$ cat src/rtl/onchip_arb_pkg.sv
// Shared constants and types for the on-chip RAM arbiter (DMA + HPS requesters).
package onchip_arb_pkg;

    localparam int ADDR_W       = 16;
    localparam int DATA_W       = 32;
    localparam int DEPTH        = 42500;
    localparam int MAX_WAIT_DEF = 8;

    localparam logic [31:0] OOB_PATTERN = 32'hDEAD_BEEF;

    typedef enum logic {
        ID_DMA = 1'b0,
        ID_HPS = 1'b1
    } req_id_t;

    // Width of the starvation counter; a MAX_WAIT of 0 still needs one bit.
    function automatic int cnt_width(input int max_wait);
        return (max_wait > 0) ? $clog2(max_wait + 1) : 1;
    endfunction

endpackage

$ cat src/rtl/onchip_arb_grant.sv
// Fixed-priority grant (m0 over m1) with a starvation counter that forces
// an m1 grant after MAX_WAIT consecutive refused cycles.
module onchip_arb_grant
    import onchip_arb_pkg::*;
#(
    parameter int MAX_WAIT = 8
) (
    input  logic clk,
    input  logic rst_n,
    input  logic req_0,
    input  logic req_1,
    output logic grant_0,
    output logic grant_1,
    output logic forced
);

    localparam int CNT_W = cnt_width(MAX_WAIT);
    localparam logic [CNT_W-1:0] CNT_MAX = CNT_W'(MAX_WAIT);

    logic [CNT_W-1:0] starve_cnt;
    logic [CNT_W-1:0] starve_nxt;

    always_comb begin
        forced  = req_1 && (starve_cnt == CNT_MAX);
        grant_1 = forced || (req_1 && !req_0);
        grant_0 = req_0 && !forced;

        starve_nxt = starve_cnt;
        if (!req_1 || grant_1) begin
            starve_nxt = '0;
        end else if (starve_cnt != CNT_MAX) begin
            starve_nxt = starve_cnt + 1'b1;
        end
    end

    always_ff @(posedge clk or negedge rst_n) begin
        if (!rst_n) begin
            starve_cnt <= '0;
        end else begin
            starve_cnt <= starve_nxt;
        end
    end

endmodule

$ cat src/rtl/onchip_ram_arbiter.sv
// Two-requester Avalon-MM arbiter in front of a single-port on-chip RAM.
// Optional address bounds checking is enabled by ONCHIP_ARB_BOUNDS_CHECK_EN.
module onchip_ram_arbiter #(
    parameter int ADDR_W = onchip_arb_pkg::ADDR_W,
    parameter int DATA_W = onchip_arb_pkg::DATA_W,
`ifdef ONCHIP_ARB_BOUNDS_CHECK_EN
    parameter int DEPTH = onchip_arb_pkg::DEPTH,
`endif
    parameter int MAX_WAIT = onchip_arb_pkg::MAX_WAIT_DEF,
    localparam int BE_W = DATA_W / 8
) (
    input  logic              clk,
    input  logic              reset_n,

    input  logic [ADDR_W-1:0] m0_address,
    input  logic [BE_W-1:0]   m0_byteenable,
    input  logic              m0_read,
    input  logic              m0_write,
    input  logic [DATA_W-1:0] m0_writedata,
    output logic              m0_waitrequest,
    output logic [DATA_W-1:0] m0_readdata,
    output logic              m0_readdatavalid,

    input  logic [ADDR_W-1:0] m1_address,
    input  logic [BE_W-1:0]   m1_byteenable,
    input  logic              m1_read,
    input  logic              m1_write,
    input  logic [DATA_W-1:0] m1_writedata,
    output logic              m1_waitrequest,
    output logic [DATA_W-1:0] m1_readdata,
    output logic              m1_readdatavalid,

    output logic [ADDR_W-1:0] ram_address,
    output logic [BE_W-1:0]   ram_byteenable,
    output logic              ram_chipselect,
    output logic              ram_write,
    output logic [DATA_W-1:0] ram_writedata,
    output logic              ram_clken,
    input  logic [DATA_W-1:0] ram_readdata,

    output logic [15:0]       starve_events
`ifdef ONCHIP_ARB_BOUNDS_CHECK_EN
    ,
    output logic              oob_err
`endif
);

    import onchip_arb_pkg::*;

    // Handshake: a request (read or write) is accepted in any cycle where its
    // waitrequest is low; write wins over read when both are set; an accepted
    // read returns readdatavalid exactly one cycle later, one per cycle.
    logic req_0, req_1;
    logic req_0_g, req_1_g;
    logic grant_0, grant_1, forced;
    logic any_grant;
    req_id_t winner;

    logic [ADDR_W-1:0] sel_address;
    logic [BE_W-1:0]   sel_byteenable;
    logic [DATA_W-1:0] sel_writedata;
    logic              sel_write;
    logic              sel_read;
    logic              blocked;
    logic              rd_accept;

    logic    rd_pend;
    req_id_t rd_id;
    logic [1:0] clken_sync;

    assign req_0 = m0_read | m0_write;
    assign req_1 = m1_read | m1_write;

    // No grant may be issued while reset is held low.
    assign req_0_g = req_0 & reset_n;
    assign req_1_g = req_1 & reset_n;

    onchip_arb_grant #(
        .MAX_WAIT (MAX_WAIT)
    ) u_grant (
        .clk     (clk),
        .rst_n   (reset_n),
        .req_0   (req_0_g),
        .req_1   (req_1_g),
        .grant_0 (grant_0),
        .grant_1 (grant_1),
        .forced  (forced)
    );

    assign any_grant      = grant_0 | grant_1;
    assign winner         = grant_1 ? ID_HPS : ID_DMA;
    assign m0_waitrequest = req_0 & ~grant_0;
    assign m1_waitrequest = req_1 & ~grant_1;

    always_comb begin
        sel_address    = '0;
        sel_byteenable = '0;
        sel_writedata  = '0;
        sel_write      = 1'b0;
        sel_read       = 1'b0;
        if (grant_0) begin
            sel_address    = m0_address;
            sel_byteenable = m0_byteenable;
            sel_writedata  = m0_writedata;
            sel_write      = m0_write;
            sel_read       = m0_read & ~m0_write;
        end else if (grant_1) begin
            sel_address    = m1_address;
            sel_byteenable = m1_byteenable;
            sel_writedata  = m1_writedata;
            sel_write      = m1_write;
            sel_read       = m1_read & ~m1_write;
        end
    end

`ifdef ONCHIP_ARB_BOUNDS_CHECK_EN
    assign blocked = any_grant && (32'(sel_address) >= DEPTH);
`else
    assign blocked = 1'b0;
`endif

    assign ram_address    = sel_address;
    assign ram_byteenable = sel_byteenable;
    assign ram_writedata  = sel_writedata;
    assign ram_chipselect = any_grant & ~blocked;
    assign ram_write      = sel_write & ~blocked;
    assign ram_clken      = clken_sync[1];

    // Out-of-range reads are still accepted and answered, just not from RAM.
    assign rd_accept = any_grant & sel_read;

    always_ff @(posedge clk or negedge reset_n) begin
        if (!reset_n) begin
            rd_pend    <= 1'b0;
            rd_id      <= ID_DMA;
            clken_sync <= 2'b00;
        end else begin
            rd_pend    <= rd_accept;
            rd_id      <= winner;
            clken_sync <= {clken_sync[0], 1'b1};
        end
    end

    always_ff @(posedge clk or negedge reset_n) begin
        if (!reset_n) begin
            starve_events <= '0;
        end else if (forced && req_0_g && (starve_events != 16'hFFFF)) begin
            starve_events <= starve_events + 16'd1;
        end
    end

    assign m0_readdatavalid = rd_pend && (rd_id == ID_DMA);
    assign m1_readdatavalid = rd_pend && (rd_id == ID_HPS);

`ifdef ONCHIP_ARB_BOUNDS_CHECK_EN
    logic rd_oob;

    always_ff @(posedge clk or negedge reset_n) begin
        if (!reset_n) begin
            rd_oob  <= 1'b0;
            oob_err <= 1'b0;
        end else begin
            rd_oob <= blocked;
            if (blocked) begin
                oob_err <= 1'b1;
            end
        end
    end

    // The poison pattern goes only to the requester that made the bad read.
    assign m0_readdata = (m0_readdatavalid && rd_oob) ? DATA_W'(OOB_PATTERN) : ram_readdata;
    assign m1_readdata = (m1_readdatavalid && rd_oob) ? DATA_W'(OOB_PATTERN) : ram_readdata;
`else
    assign m0_readdata = ram_readdata;
    assign m1_readdata = ram_readdata;
`endif

endmodule

$ cat config.mk
export PLATFORM = sky130hd
export DESIGN_NAME = onchip_ram_arbiter
export DESIGN_NICKNAME = d
export VERILOG_FILES = /design/src/rtl/onchip_arb_pkg.sv /design/src/rtl/onchip_arb_grant.sv /design/src/rtl/onchip_ram_arbiter.sv
export SDC_FILE = /design/constraint.sdc
export NUM_CORES = 1
export LEC_CHECK = 0
export BUFFER_PORTS_ARGS = -buffer_cell sky130_fd_sc_hd__buf_2
export CAP_MARGIN = 15
export CORE_AREA = 5 5 107 109
export DETAILED_ROUTE_END_ITERATION = 10
export DIE_AREA = 0 0 112 114
export HOLD_SLACK_MARGIN = 0.12
export PLACE_DENSITY_LB_ADDON = 0.1
export SYNTH_ARGS = -nofsm -noshare
export SYNTH_HDL_FRONTEND = slang
export SYNTH_SLANG_ARGS = --single-unit
export TNS_END_PERCENT = 30
$ cat constraint.sdc
create_clock -name clk -period 4.2 [get_ports clk]
set_clock_uncertainty 0.05 [all_clocks]
set_input_delay 0.42 -clock clk [delete_from_list [all_inputs] [get_ports clk]]
set_output_delay 0.42 -clock clk [all_outputs]
set_load 0.01 [all_outputs]
==> results of run 1 <==
==> state kept, by name (all words and copies together) (netlist names) <==
signal	flops
rd_pend	1
starve_events	16
rd_id	1
clken_sync	2
u_grant.starve_cnt	4
==> layer usage <==
layer  vias to the layer above  track usage (%)  part of all wire (%)
met5                         -                0                 0.070
li1                       1060                -                     -
met2                       154            22.42                    46
met3                        10            6.366                    11
met1                      1069            18.91                    42
met4                         2            2.564                  0.78
==> cell usage in the layout (no fill, tap or decap), types with 2 or more instances in the layout <==
cell type  count
a22o_1        52
nor2_1        10
nand2b_1       2
clkbuf_8       4
nor3_1         4
xnor2_1        3
o21ai_0        2
and2_1         2
and4_1         4
xor2_1        13
nand3_1        6
buf_2        184
nor3b_1        2
a21oi_1        2
nand4_1        6
nor4_2         5
inv_1          5
nor2b_1        2
nand2_1        7
buf_4          2
ha_1           3
dfrtp_1       24
==> layout make-up <==
class | count | share of cell area, %
clock buffers | 4 | 1.887
inverters | 5 | 0.6432
multi-input cells | 140 | 38.12
flip-flops and latches | 24 | 20.58
well taps | 140 | 6.003
repair buffers | 187 | 32.76
==> metrics by stage <==
step / worst slack (ns) / hold WS, ns / area [um2] / power (mW)
after floorplan: 2.077 / 0.07441 / 2277 / 0.4037
final: 1.007 / 0.1925 / 2918 / 0.6247
after detailed placement: 1.274 / 0.2847 / 2843 / 0.4652
after global routing: 0.7727 / 0.2367 / 2918 / 0.6605
after CTS: 0.9646 / 0.2195 / 2898 / 0.6310
after global placement: 1.321 / 0.2837 / 2843 / 0.4664
==> logic make-up (layout without fill, tap and decap cells) <==
| kind of cell | count (synthesis) | after routing | synth area share, % |
|---|---|---|---|
| xor+xnor | 16 | 16 | 6.154 |
| fa+ha+maj | 3 | 3 | 1.649 |
| compound gates | 60 | 60 | 22.69 |
| buf+inv | 82 | 196 | 25.11 |
| other cells | 1 | 1 | 0.1647 |
| simple gates | 58 | 58 | 16.92 |
| flops | 24 | 24 | 26.37 |
| mux | 2 | 2 | 0.9340 |
==> path summary, 6_finish.rpt <==
kind	start	to	slack [ns]	cells after the start
setup / recovery	u_grant.starve_cnt[0]	ram_byteenable[1]	1.01	6
hold / removal	reset_n	starve_events[9]	0.19	2
setup reg to reg	u_grant.starve_cnt[0]	rd_id	2.08	4
hold reg to reg	clken_sync[0]	clken_sync[1]	0.30	0
max in group asynchronous	reset_n	starve_events[0]	3.67	2
min in group clk	clken_sync[0]	clken_sync[1]	0.30	0
==> power by group through the flow <==
stage | Clock, mW | Sequential [mW] | Combinational [mW]
floorplan | 0 | 0.257 | 0.146
detailed placement | 0 | 0.257 | 0.209
global route | 0.179 | 0.254 | 0.228
global placement | 0 | 0.257 | 0.210
finish | 0.165 | 0.252 | 0.208
CTS | 0.169 | 0.252 | 0.210
==> results.md, run 1 <==
* Clk pwr share at 26.3%
* Commonest cells in the netlist: 65 x buf_4, 52 x a22o_1, 24 x dfrtp_1
* # clock sinks at 24
* First-pass GRT wire length at 14,430 um
* CP Launch Type: register
* Clock transition at path regs at 0.09 ns
* Clock buffer count from CTS at 3
* Worst-path maximum fanout at 54
* Max-cap viol count at 0
* DRC at 0
* Sw Share at 31.92%
* Site row count at 38
* Gr ovfl total at 0
* Worst hold path class: in -> async
* Area contributors post-synth: dfrtp_1 26%, buf_4 21%, a22o_1 20%
* First-pass DRT Iterations at 4
* Crit-path slowest cell: o221a_2
* Largest net degree at the start of global routing at 55
* Post-synth EDFFs at 0
* Die H at 114 um
* Post-DRT Antenna Nets at 0
* #FFs+latches synth at 24
* P_leak at 1.635 nW
* Vias per cell at 4.590
* Initial antenna violation count at 2
* Synth cell types at 37
* Utilization after layout at 27.77%
* Synth warn at 0
* Seq/Total Area, Yosys at 26.37%
* Top achievable clock speed at 313.2 MHz
* WL final at 10,040 um
* Max VDD drop at 82.44 uV
* Post-Syn Area per Cell at 9.257 um2
* Crit path cell chain: inv_1 > ha_1 > and3b_1 > o221a_2 > a22o_1 > buf_2
* Ys flop type: dfrtp_1
* Slowest cell delay on critical path at 0.95 ns
* Delay-heaviest family, CP: compound AO/OA/AOI/OAI gates
* Cts repair resizes at 0
* Arrival time at the worst endpoint at 2.72 ns
* Share of cells above drive strength 1 at 56.39%
* Most frequent cell after synthesis: buf_4
* Buf/Inv on CP at 2
* Syn Inst Count at 246
* CTS H-tree lvls at 1
* Post-CTS Hold Buffers at 0
* Switch Pwr at 199.4 uW
* Post-CTS Setup Inserts at 0
* Non-filler instance count after layout at 500
* Die Span X at 112 um
* Tightest Pin Transition at 1.112 ns
* Ant. Diodes at 0
* Fin crit share at 76.03%
* WS Path Type: reg -> out
* Core footprint at 10,510 um2
* Total Routing Usage GR at 14.44%
* Relative slew slack at 25.86%
* # fillers at 1,174
* Final hold vios at 0
* RSZ-0062 raised after global routing: no
* Syn-to-layout area delta at 28.13%
* Setup violators final at 0
* Placed cells at 495
* Skew-Pair Late Insertion Delay at 0.27 ns
* GP Congestion at 0.8392
* Req. time, crit path at 3.73 ns
* Final Max Tran Viols at 0
* Die ar. at 12,770 um2
* Flop pwr share at 40.4%
* Initial Util at 21.67%
* Buffers on Ports at 184
* HPWL after detailed placement at 8361 um
* # IOs at 281
* CTS tree: done
* Via count at 2,295
* Sequential cell area at 600.6 um2
* Multi-input logic area at 1112 um2
* Total Neg Setup Slack at 0 ns
* Asr flop ratio synth at 100.0%
* Vias in the first global route at 2,295
* Synth area leader: dfrtp_1
* Worst setup EP type: primary output
* Status: complete, no violations
* Yosys top cell area share at 26.37%
* Post-Syn Nets at 391
* Nets at 506
* Combinational Power Share at 33.3%
* Root buffer cell: clkbuf_8
* DRT iter0 DRCs at 117
* Cell area after synthesis at 2277 um2
* Minimum clock period after layout at 3.193 ns
* PD cells at 214.1 nW/um2
* P_int at 425.3 uW
* CTS max path bufs at 2
* Wire length per cell at 20.07 um
Note: power is estimated with default switching activity, not from simulation.
==> run 2: changes to the inputs <==
Settings changed: ABC_AREA set to 1, CORE_AREA 5 5 107 109 to 5 5 106 108, DIE_AREA 0 0 112 114 to 0 0 111 113.
Clock period 4.2 ns to 3 ns, I/O delays scaled along.
==> run 2 against run 1 <==
Effect of this change: critical path type is now in -> out; critical path depth rose by 4; total power is 32% higher; non-clock buffer count increased by 2; die area fell by 1.8%; worst hold slack improved by 0.11 ns; critical endpoint is now ram_address[10]; via count increased by 30%; global-route usage is 1.0 points higher; flip-flop and latch count unchanged; register-to-register slack got worse by 0.78 ns; synthesized area grew 16%.
==> results.md, run 2 <==
* CP startpoint: reset_n
* Max reg flops at 16 (unchanged)
* Req. time, crit path at 2.65 ns (-1.08 ns)
* Root buffer cell: clkbuf_8
* Die H at 113 um (-0.88%)
* GP Congestion at 0.8403 (+0.13%)
* Relative slew slack at 60.99% (+35 points)
* Most frequent cell after synthesis: nand2_1
* Vias in the first global route at 2,908 (+27%)
* Most frequent CP cell: nand2_1
* Regs by FF count: starve_events (16), u_grant.starve_cnt (4), clken_sync (2)
* Clock buffer count from CTS at 3 (unchanged)
* Synth area leader: nand2_1
* Synth cell types at 26 (-30%)
* Tightest Pin Transition at 0.5838 ns (-0.5284 ns)
* Final Max Tran Viols at 0 (unchanged)
* Post-Syn Nets at 580 (+48%)
* Most frequent cells in the layout: 185 x nand2_1, 184 x buf_2, 59 x nand3_1, 24 x dfrtp_1, 22 x inv_1
* Ant. Diodes at 0 (unchanged)
* Cts repair resizes at 0 (unchanged)
* CTS tree: done
* Seq/Total Area, Yosys at 22.71% (-3.7 points)
* #FFs+latches synth at 24 (unchanged)
* Worst R2R Path Depth at 7 (+3)
* Syn-to-layout area delta at 24.31%
* Total Routing Usage GR at 15.47% (+1.0 points)
* Die Span X at 111 um (-0.89%)
* Via count at 2,990 (+30%)
* CTS H-tree lvls at 1 (unchanged)
* Setup violators final at 0 (unchanged)
* Utilization after layout at 32.43% (+4.7 points)
* Ys flop type: dfrtp_1
* Post-Syn Area per Cell at 6.081 um2 (-34%)
* Fin crit share at 83.82%
* RSZ-0062 raised after global routing: no
* CTS max path bufs at 2 (unchanged)
* Initial antenna violation count at 4 (+2)
* Die ar. at 12,540 um2 (-1.8%)
* DRT iter0 DRCs at 105 (-10%)
* Site row count at 37 (-2.6%)
* Worst-path maximum fanout at 40 (-26%)
* Max-cap viol count at 0 (unchanged)
* PD cells at 250.7 nW/um2 (+17%)
* Buffers on Ports at 184 (unchanged)
* WS Path Type: in -> out
* HPWL after detailed placement at 8581 um (+2.6%)
* WL final at 10,220 um (+1.8%)
* Clock transition at path regs at 0.09 ns (about the same)
* Most common cell after layout, fill and taps aside: nand2_1
* Core footprint at 10,140 um2 (-3.5%)
* Post-DRT Antenna Nets at 0 (unchanged)
* First-pass GRT wire length at 15,550 um (+7.7%)
* Status: complete, no violations
* Vias per cell at 4.384 (-4.5%)
* P_leak at 2.093 nW (+28%)
* Total Neg Setup Slack at 0 ns (unchanged)
* Initial Util at 26.09% (+4.4 points)
* Cell area after synthesis at 2645 um2 (+16%)
* Area contributors post-synth: nand2_1 26%, dfrtp_1 23%, buf_4 18%
* Nets at 693 (+37%)
* CP Launch Type: input pin
* Arrival time at the worst endpoint at 2.16 ns (-0.56 ns)
* Largest net degree at the start of global routing at 41 (-25%)
* Worst hold path class: reg -> reg
* Crit path cell chain: dlygate4sd3_1 > buf_2 > inv_2 > nor2_1 > nand2_1 > inv_2 > buf_12 > nand2_1 > nand2_1 > buf_2
* Synth warn at 0 (unchanged)
* Reg2reg setup slack at 1.30 ns (-0.78 ns)
* Yosys top cell area share at 26.25% (-0.12 points)
* Minimum clock period after layout at 2.515 ns
* Crit-path slowest cell: dlygate4sd3_1
* Wire length per cell at 14.98 um (-25%)
* # IOs at 281 (unchanged)
* Commonest cells in the netlist: 185 x nand2_1, 64 x buf_4, 59 x nand3_1
* Slowest cell delay on critical path at 0.53 ns (-0.42 ns)
* Final hold vios at 0 (unchanged)
* First-pass DRT Iterations at 4 (unchanged)
* Worst setup EP type: primary output
* Post-synth EDFFs at 0 (unchanged)
* Syn Inst Count at 435 (+77%)
* # clock sinks at 24 (unchanged)
* DRC at 0 (unchanged)
* Largest reg by FF count: starve_events
* Share of cells above drive strength 1 at 37.91% (-18 points)
* Max VDD drop at 125.8 uV (+53%)
* Top achievable clock speed at 397.7 MHz
* Setup crit end: ram_address[10]
* Worst reg2reg endpoint: starve_events[4]
* Asr flop ratio synth at 100.0% (unchanged)
* Gr ovfl total at 0 (unchanged)
* Crit Reg-Reg Startpoint: u_grant.starve_cnt[0]
* Skew-Pair Late Insertion Delay at 0.27 ns (about the same)
-- run 2: how the worst min path moves through the flow --
stage / slack, ns / endpoint / cells after the start / from
floorplan: -0.05 / clken_sync[0] / 0 / reset_n
global placement: 0.28 / clken_sync[1] / 0 / clken_sync[0]
detailed placement: 0.29 / clken_sync[1] / 0 / clken_sync[0]
CTS: 0.31 / clken_sync[1] / 0 / clken_sync[0]
global route: 0.32 / clken_sync[1] / 0 / clken_sync[0]
finish: 0.30 / clken_sync[1] / 0 / clken_sync[0]
-- run 2: logic make-up after synthesis --
family,synth area share (%)
adders and majority gates,1.419
other,0.1418
DFF,22.71
AOI/OAI and AO/OA,2.271
buffers and inverters,25.26
xor gates and xnor gates,2.318
and+or+nand+nor,45.88
-- run 2: area by class of cell --
class	count	area, um2
clock buffers	3	41.29
multi-input cells	303	1376
flip-flops and latches	24	600.6
inverters	27	101.3
fillers	1165	6850
well taps	136	170.2
repair buffers	189	998.5
-- run 2: critical path: cells and delay by family --
family / cells / cell delay (ns)
buf+inv: 6 / 1.37
simple gates: 4 / 0.46
-- run 2: what timing repair did --
item,in CTS,in global routing
endpoints found under the hold margin,24,0
buffers inserted,0,0
hold buffers,1,0
-- run 2: report_power, final --
| part | total [mW] | switching (mW) | internal, mW |
|---|---|---|---|
| Combinational | 0.287 | 0.157 | 0.130 |
| Sequential | 0.341 | 0.00886 | 0.332 |
| Clock | 0.196 | 0.106 | 0.0899 |
| Total | 0.824 | 0.272 | 0.552 |
-- run 2: per-stage QoR --
step	area (um2)	hold slack (ns)	cells	total power [mW]	setup slack, ns
finish	3288	0.3031	682	0.8244	0.4855
global route	3288	0.3160	682	0.8805	0.2690
CTS	3288	0.3075	682	0.8456	0.4783
detailed placement	3237	0.2856	678	0.6396	0.9341
global placement	3237	0.2813	678	0.6384	0.9643
floorplan	2645	-0.04559	435	0.5553	1.325
-- run 2: layer usage --
| metal | vias up | global-route usage (%) | part of all wire, % |
|---|---|---|---|
| met1 | 1304 | 17.81 | 40 |
| li1 | 1504 | - | - |
| met4 | 8 | 2.381 | 0.88 |
| met3 | 15 | 9.305 | 13 |
| met5 | - | 0 | 0.60 |
| met2 | 159 | 25.28 | 46 |
==> run 3: changes to the inputs <==
Clock period 3 ns to 2.55 ns, I/O delays scaled along.
==> run 3 against run 2 <==
Effect of this change: global-route usage grew 0.12 points; worst hold slack lost 0.044 ns; via count is essentially flat; die area is the same; flip-flop and latch count is the same; sequential power grew 18%; critical path depth shrank 1; non-clock buffer count grew 3; first-iteration DRC count grew 13%; clock-buffer cell count grew 1; setup slack lost 0.27 ns; total power grew 22%; largest cell class unchanged.
==> results.md, run 3 (synthesis gave the netlist of run 2 again) <==
* Die H at 113 um (unchanged)
* CTS H-tree lvls at 1 (unchanged)
* Met3 GRT Util at 8.717% (-0.59 points)
* Minimum clock period after layout at 2.338 ns
* CTS tree: done
* DRC at 0 (unchanged)
* Total Neg Setup Slack at 0 ns (unchanged)
* DRT iter0 DRCs at 119 (+13%)
* First-pass DRT Iterations at 4 (unchanged)
* P_leak at 2.107 nW (+0.69%)
* Regs by FF count: starve_events (16), u_grant.starve_cnt (4), clken_sync (2)
* P_int at 680.5 uW (+23%)
* Most common cell after layout, fill and taps aside: nand2_1
* Met1 usage at 18.49% (+0.68 points)
* Setup violators final at 0 (unchanged)
* Flop pwr share at 40.0% (-1.4 points)
* Sw Share at 32.24% (-0.77 points)
* Syn-to-layout area delta at 24.93%
* Most frequent cells in the layout: 185 x nand2_1, 184 x buf_2, 59 x nand3_1, 24 x dfrtp_1, 22 x inv_1
* Final hold vios at 0 (unchanged)
* Ant. Diodes at 0 (unchanged)
* Placed cells at 681 (+0.44%)
* Share of cells above drive strength 1 at 38.36% (+0.45 points)
* Total Routing Usage GR at 15.59% (+0.12 points)
* Worst setup EP type: primary output
* Vias in the first global route at 2,969 (+2.1%)
* Initial antenna violation count at 3 (-1)
* Max VDD drop at 188.2 uV (+50%)
* Combinational Power Share at 33.4% (-1.4 points)
* Buffers on Ports at 184 (unchanged)
* HPWL after detailed placement at 8614 um (+0.38%)
* PD cells at 303.9 nW/um2 (+21%)
* Gr busiest metal: met2
* Reg2reg setup slack at 0.88 ns (-0.42 ns)
* Die ar. at 12,540 um2 (unchanged)
* Req. time, crit path at 2.25 ns (-0.40 ns)
* Post-DRT Antenna Nets at 0 (unchanged)
* Arrival time at the worst endpoint at 2.03 ns (-0.13 ns)
* First-pass GRT wire length at 15,840 um (+1.9%)
* Worst hold path class: in -> reg
* Max-cap viol count at 0 (unchanged)
* Nets at 696 (+0.43%)
* WL final at 10,120 um (-0.96%)
* CP startpoint: reset_n
* Fin crit share at 91.67%
* Non-filler instance count after layout at 686 (+0.59%)
* Die Span X at 111 um (unchanged)
* Final Total Pwr at 1.004 mW (+22%)
* CTS max path bufs at 2 (unchanged)
* Worst-path maximum fanout at 35 (-13%)
* Core footprint at 10,140 um2 (unchanged)
* Skew-Pair Late Insertion Delay at 0.27 ns (about the same)
* Site row count at 37 (unchanged)
* RSZ-0062 raised after global routing: no
* Top achievable clock speed at 427.8 MHz
* Vias per cell at 4.362 (-0.52%)
* Max reg flops at 16 (unchanged)
* Largest reg by FF count: starve_events
* CP Launch Type: input pin
* Status: complete, no violations
* Clk pwr share at 26.6% (+2.8 points)
* # clock sinks at 24 (unchanged)
* Clock transition at path regs at 0.09 ns (about the same)
* WS Path Type: in -> out
* GP Congestion at 0.8185 (-2.6%)
* Final Max Tran Viols at 0 (unchanged)
* Initial Util at 26.09% (unchanged)
* Root buffer cell: clkbuf_8
* # IOs at 281 (unchanged)
* Crit Reg-Reg Startpoint: u_grant.starve_cnt[0]
* Wire length per cell at 14.75 um (-1.5%)
* Gr ovfl total at 0 (unchanged)
* Met2 Resource Use GR at 25.44% (+0.16 points)
* Switch Pwr at 323.8 uW (+19%)
* Via count at 2,992 (+0.067%)
* Clock buffer count from CTS at 3 (unchanged)
* Critical hold path startpoint: m0_write
* Largest net degree at the start of global routing at 36 (-12%)
## run 3: cell types whose count changed in the layout (fill, tap and decap cells not counted)
cell	change
buf_12	-2
buf_4	+5
clkbuf_8	+1
clkinv_4	+1
inv_2	-1
## run 3: timing repair
action,CTS,global route
hold buffers,1,0
gates resized for setup,0,3
setup buffers,0,0
hold endpoints to repair,24,0
endpoints found under the setup margin,0,41
## run 3: metrics by stage
step           area (um2)  hold slack, ns  worst slack, ns  util, %
2_1_floorplan        2645        -0.09059           0.9202        -
6_report             3304          0.2593           0.2125    32.59
4_1_cts              3299          0.2588          0.09326    32.54
3_5_place_dp         3234          0.2864           0.5192    31.90
3_3_place_gp         3234          0.2815           0.5511    31.90
5_1_grt              3304          0.2866          0.01935    32.59
## run 3: metal layers
metal	up-vias	part of all wire, %	wire length [um]
li1	1511	-	-
met4	6	0.67	68
met5	-	0.41	41
met3	10	14	1368
met2	156	46	4608
met1	1309	40	4032
## run 3: final timing paths
| check | endpoint | cells past startpoint |
|---|---|---|
| worst max-delay path | ram_address[15] | 9 |
| worst min-delay path | rd_pend | 4 |
| worst max register to register | starve_events[3] | 7 |
| worst min register to register | clken_sync[1] | 0 |
| max in group asynchronous | u_grant.starve_cnt[0] | 3 |
| min in group asynchronous | starve_events[4] | 3 |
## run 3: layout make-up
type / count / area [um2]
Multi-Input combinational cell: 303 / 1376
Fill cell: 1150 / 6834
Tap cell: 136 / 170.2
Timing Repair Buffer: 192 / 996.0
Clock buffer: 4 / 55.05
Sequential cell: 24 / 600.6
Inverter: 27 / 106.4
## run 3: power groups by stage
stage          sequential (mW)  clock (mW)  combinational [mW]
6_report                 0.402       0.267               0.335
5_1_grt                  0.405       0.295               0.376
4_1_cts                  0.402       0.282               0.343
3_5_place_dp             0.409           0               0.341
3_3_place_gp             0.409           0               0.340
2_1_floorplan            0.410           0               0.244
## run 3: critical path, stage by stage
cell           delay [ns]
dlygate4sd3_1        0.54
buf_2                0.16
o21ai_0              0.12
nor2_2               0.08
inv_2                0.29
buf_12               0.24
nand3_1              0.10
nand2_1              0.10
buf_2                0.15
